**config.mk**
```make
export PLATFORM = sky130hd
export DESIGN_NAME = seq_detector_param
export DESIGN_NICKNAME = d
export VERILOG_FILES = /design/src/rtl/seq_det_pkg.sv /design/src/rtl/seq_detector_param_sat_counter.sv /design/src/rtl/seq_detector_param.sv
export SDC_FILE = /design/constraint.sdc
export NUM_CORES = 1
export LEC_CHECK = 0
export BUFFER_PORTS_ARGS = -buffer_cell sky130_fd_sc_hd__buf_2
export CORE_AREA = 5 5 51 53
export CTS_CLUSTER_SIZE = 20
export DETAILED_ROUTE_END_ITERATION = 6
export DIE_AREA = 0 0 56 58
export GPL_TIMING_DRIVEN = 0
export PLACE_DENSITY = 0.82
export SYNTH_ARGS = -nofsm -noshare
export SYNTH_HDL_FRONTEND = slang
export SYNTH_SLANG_ARGS = --single-unit
```
**constraint.sdc**
```tcl
create_clock -name clk -period 3.25 [get_ports clk]
set_clock_uncertainty 0.1 [all_clocks]
set_input_delay 0.1625 -clock clk [delete_from_list [all_inputs] [get_ports clk]]
set_output_delay 0.1625 -clock clk [all_outputs]
set_load 0.03 [all_outputs]
```
**src/rtl/seq_det_pkg.sv**
```systemverilog
// Shared defaults and helpers for the parametrised serial pattern detector.
package seq_det_pkg;

  localparam int         DEF_PAT_W     = 4;
  localparam int         DEF_CNT_W     = 8;
  localparam logic [3:0] DEF_PAT_RESET = 4'b1011;

  // Wide enough to hold a fill level from 0 up to the largest legal pattern length (32).
  localparam int FILL_W = 6;

  // Min-saturating increment of the history fill level.
  function automatic logic [FILL_W-1:0] fill_next(input logic [FILL_W-1:0] fill,
                                                  input logic [FILL_W-1:0] limit);
    if (fill >= limit) begin
      return limit;
    end
    return fill + FILL_W'(1);
  endfunction

endpackage

```
**src/rtl/seq_detector_param_sat_counter.sv**
```systemverilog
// Saturating up-counter with a clear that wins over increment.
module sat_counter #(
  parameter int W = 8
) (
  input  logic         clk,
  input  logic         rst,
  input  logic         clr,
  input  logic         inc,
  output logic [W-1:0] q
);

  // Clear beats increment; once all ones, the count holds instead of wrapping.
  always_ff @(posedge clk) begin
    if (rst) begin
      q <= '0;
    end else if (clr) begin
      q <= '0;
    end else if (inc && (q != '1)) begin
      q <= q + W'(1);
    end
  end

endmodule

```
**src/rtl/seq_detector_param.sv**
```systemverilog
// Serial pattern detector with a run-time loadable pattern, overlap mode
// select, a registered match pulse and a saturating hit counter.
module seq_detector_param
  import seq_det_pkg::*;
#(
  parameter int               PAT_W     = DEF_PAT_W,
  parameter int               CNT_W     = DEF_CNT_W,
  parameter logic [PAT_W-1:0] PAT_RESET = PAT_W'(DEF_PAT_RESET)
) (
  input  logic             clk,
  input  logic             rst,
  input  logic             en,
  input  logic             in,
  input  logic             overlap,
  input  logic             pat_load,
  input  logic [PAT_W-1:0] pat_in,
  input  logic             cnt_clr,
  output logic             out,
  output logic [CNT_W-1:0] hit_cnt
);

  localparam logic [FILL_W-1:0] FULL = FILL_W'(PAT_W);

  generate
    if ((PAT_W < 2) || (PAT_W > 32)) begin : g_bad_pat_w
      $error("seq_detector_param: PAT_W must lie in 2..32");
    end
  endgenerate

  logic [PAT_W-1:0]  pattern;
  logic [PAT_W-1:0]  hist;
  logic [PAT_W-1:0]  hist_n;
  logic [FILL_W-1:0] fill;
  logic [FILL_W-1:0] fill_n;
  logic              match;

  // Compare against the history including the bit being accepted now, so the
  // pulse appears one edge after the completing bit rather than two.
  always_comb begin
    hist_n = {hist[PAT_W-2:0], in};
    fill_n = fill_next(fill, FULL);
    match  = en && !pat_load && (fill_n == FULL) && (hist_n == pattern);
  end

  // Pattern, history and fill tracking; a load restarts matching from scratch.
  always_ff @(posedge clk) begin
    if (rst) begin
      pattern <= PAT_RESET;
      hist    <= '0;
      fill    <= '0;
      out     <= 1'b0;
    end else if (pat_load) begin
      pattern <= pat_in;
      fill    <= '0;
      out     <= 1'b0;
    end else if (en) begin
      hist <= hist_n;
      out  <= match;
      if (match) begin
        fill <= overlap ? FULL : '0;
      end else begin
        fill <= fill_n;
      end
    end else begin
      out <= 1'b0;
    end
  end

  sat_counter #(
    .W(CNT_W)
  ) u_hit_counter (
    .clk(clk),
    .rst(rst),
    .clr(cnt_clr),
    .inc(match),
    .q  (hit_cnt)
  );

endmodule
```
==> flow_summary.json <==
{
  "launch_instance_of_the_worst_register_to_register_path": "fill[0]",
  "synth.net_count": 131,
  "synth-edff-count": 0,
  "placement.io_buffers": 18,
  "muxShareOfSynthArea_pct": 8.53,
  "power_density_nw_per_um2": 369,
  "clock_insertion_delay_worst_skew_ns": 0.30,
  "dr.first_iter.drc_count": 14,
  "ff2ff_path_depth": 6,
  "timing.max_slew.rel_slack_pct": 53.6,
  "die_w_um": 56,
  "mostFrequentLayoutCells": "sky130_fd_sc_hd__dfxtp_1, sky130_fd_sc_hd__buf_2, sky130_fd_sc_hd__nand2_1",
  "cellLeakagePower_uw": 0.000550,
  "rsz0062_at_grt": "false",
  "grt.total_usage_pct": 14.7,
  "synth-adder-area-share_pct": 3.50,
  "post_cts_resize_count": 0,
  "met1_length_um": 994,
  "min_period_over_period_pct": 74.2,
  "synth_warnings": 0,
  "detailroute.wirelength.met2_um": 1070,
  "final_period_minus_worst_setup_slack_ns": 2.41,
  "initial_core_util_pct": 50.9,
  "worst_setup_path_startpoint": "fill[0]",
  "setup_violations": 0,
  "cts_tree": "yes",
  "grt_first_pass_wirelength_um": 3930,
  "r2r-end": "u_hit_counter.q[3]",
  "setup.worst_path.end": "u_hit_counter.q[3]",
  "dominant_combinational_cell_family_by_area_after_synthesis": "simple AND/OR/NAND/NOR gates",
  "ys_dominant_reg_cell": "sky130_fd_sc_hd__dfxtp_1",
  "fmax_mhz": 415,
  "number_of_diodes": 0,
  "route.final.wire_length_um": 2210,
  "fin_nets": 158,
  "met3_routed_wirelength_um": 149,
  "maximum_capacitance_violations": 0,
  "fillers": 197,
  "cts_max_path_buffers": 2,
  "sum_of_negative_setup_slack_ns": 0,
  "area_delta_synth_final_pct": 18.8,
  "yosysUniqueCellTypes": 36,
  "post_drt_via_cell_ratio": 5.47,
  "clkSlewWorstSetupHoldPaths_ns": 0.12,
  "synthSimpleGateAreaFrac_pct": 27.9,
  "stdcell_count": 171,
  "highest_routed_metal_layer": "met3",
  "critical_path_arrival_ns": 2.51,
  "setup.worst_path.start_class": "flip-flop",
  "pin_count_of_the_biggest_net_entering_global_routing": 13,
  "route.antenna.remaining_nets": 0,
  "timing.final.hold_violations": 0,
  "place_congestion": 0.803,
  "synth-seq-area-share_pct": 41.1,
  "reg2reg_slack_ns": 0.84,
  "cts_buffers": 3,
  "synth_cells": 117,
  "route.detailed.drc": 0,
  "grt_residual_overflow": 0,
  "layout_commonest_cell": "sky130_fd_sc_hd__dfxtp_1",
  "postSynth.asyncResetShare_pct": 0,
  "die_outline_height_um": 58,
  "antenna_violations_before_repair": 0,
  "worst-setup-path-type": "reg -> reg",
  "report.final.slew_viol_count": 0,
  "fin_util_pct": 60.4,
  "status": "finished, final reports clean",
  "multiInputGateArea_um2": 601,
  "fp.dieArea_um2": 3250,
  "post_synthesis_cell_area_um2": 1070,
  "post_cts_hold_buffer_count": 4,
  "critPathRequiredTime_ns": 3.35,
  "cts.sinks": 22,
  "critical_path_peak_fanout": 8,
  "num_rows": 17,
  "wire_per_inst_um": 12.9,
  "design_power_total_uw": 470,
  "timing_worst_slew_pin_value_ns": 0.694,
  "place_hpwl_um": 1660,
  "first_global_vias": 909,
  "cell_at_the_root_of_the_clock_tree": "sky130_fd_sc_hd__clkbuf_4",
  "synth_area_in_compound_gates_pct": 12.9,
  "firstDrtPassIters": 4,
  "end_kind": "flip-flop",
  "yosys.area_share.xor_xnor_pct": 3.27,
  "cts_post_setup_buffers_inserted": 0,
  "ios": 20,
  "cts_max_level": 1,
  "core_area_um2": 2110,
  "place_inst": 163,
  "worstHoldPathType": "in -> reg",
  "layout-drive-gt1-share_pct": 17.5,
  "mean_instance_size_in_the_synthesized_netlist_um2": 9.15,
  "vias": 936,
  "irDropWorstVdd_mv": 0.327,
  "seq_cells_post_synth": 22,
  "ff_latch_area_um2": 440
}
[worst min path at each step]
| stage | startpoint | end | depth (start not counted) |
|---|---|---|---|
| finish | in | hist[0] | 3 |
| global route | in | hist[0] | 3 |
| CTS | in | hist[0] | 3 |
| detailed placement | pat_in[0] | pattern[0] | 2 |
| global placement | pat_in[0] | pattern[0] | 2 |
| floorplan | pat_in[0] | pattern[0] | 1 |
[critical path: stages, from the launching register on]
cell and delay [ns]:
sky130_fd_sc_hd__dfxtp_1 0.37, sky130_fd_sc_hd__inv_1 0.07, sky130_fd_sc_hd__ha_1 0.31, sky130_fd_sc_hd__nand3b_1 0.20
sky130_fd_sc_hd__a2111o_1 0.56, sky130_fd_sc_hd__or4_1 0.58, sky130_fd_sc_hd__mux2i_1 0.14
[registers in the layout, summed over array words and instances (netlist names)]
register and count:
hist 3, out 1, pattern 4, u_hit_counter.q 8, fill 6
[final cells by class]
type / instances / share of cell area, %
multi-input combinational: 87 / 47.2
timing repair buffer: 22 / 10.2
tap: 28 / 2.75
buffer: 5 / 1.47
inverter: 3 / 0.885
clock buffer: 4 / 2.85
sequential: 22 / 34.6
[power breakdown]
part	leakage, uW	internal, uW	total, uW	switching (uW)
combinational	0.000350	21.0	44.5	23.4
clock	0.0000210	68.3	147	79.1
sequential	0.000179	275	278	3.43
total	0.000550	364	470	106
[logic make-up after synthesis]
kind of cell | after synthesis
AO/OA/AOI/OAI | 16
XOR/XNOR | 4
buffers and inverters | 8
multiplexers | 9
AND/OR/NAND/NOR | 55
flip-flops | 22
adder cells (fa/ha/maj) | 3
[per-layer routing]
metal / global-route usage [%] / vias up
met5: 0 / -
li1: - / 478
met3: 3.34 / 0
met1: 18.0 / 432
met4: 4.07 / 0
met2: 25.7 / 26
[synthesized netlist by cell type (4+ instances only)]
master | count | area (um2)
sky130_fd_sc_hd__nor3_1 | 5 | 25.0
sky130_fd_sc_hd__mux2i_1 | 8 | 80.1
sky130_fd_sc_hd__clkbuf_1 | 5 | 18.8
sky130_fd_sc_hd__or3_1 | 4 | 25.0
sky130_fd_sc_hd__a211o_1 | 4 | 35.0
sky130_fd_sc_hd__nor2b_1 | 4 | 25.0
sky130_fd_sc_hd__nor2_1 | 8 | 30.0
sky130_fd_sc_hd__nand2_1 | 10 | 37.5
sky130_fd_sc_hd__nand4_1 | 4 | 25.0
sky130_fd_sc_hd__dfxtp_1 | 22 | 440
sky130_fd_sc_hd__and2_1 | 5 | 31.3
[through the flow]
| step | area [um2] | setup slack, ns | hold WS [ns] |
|---|---|---|---|
| 2_1_floorplan | 1070 | 1.01 | 0.180 |
| 3_3_place_gp | 1200 | 0.894 | 0.266 |
| 3_5_place_dp | 1200 | 0.859 | 0.272 |
| 4_1_cts | 1270 | 0.837 | 0.0276 |
| 5_1_grt | 1270 | 0.765 | 0.00808 |
| 6_report | 1270 | 0.839 | 0.0356 |
Note: power is estimated with default switching activity, not from simulation.
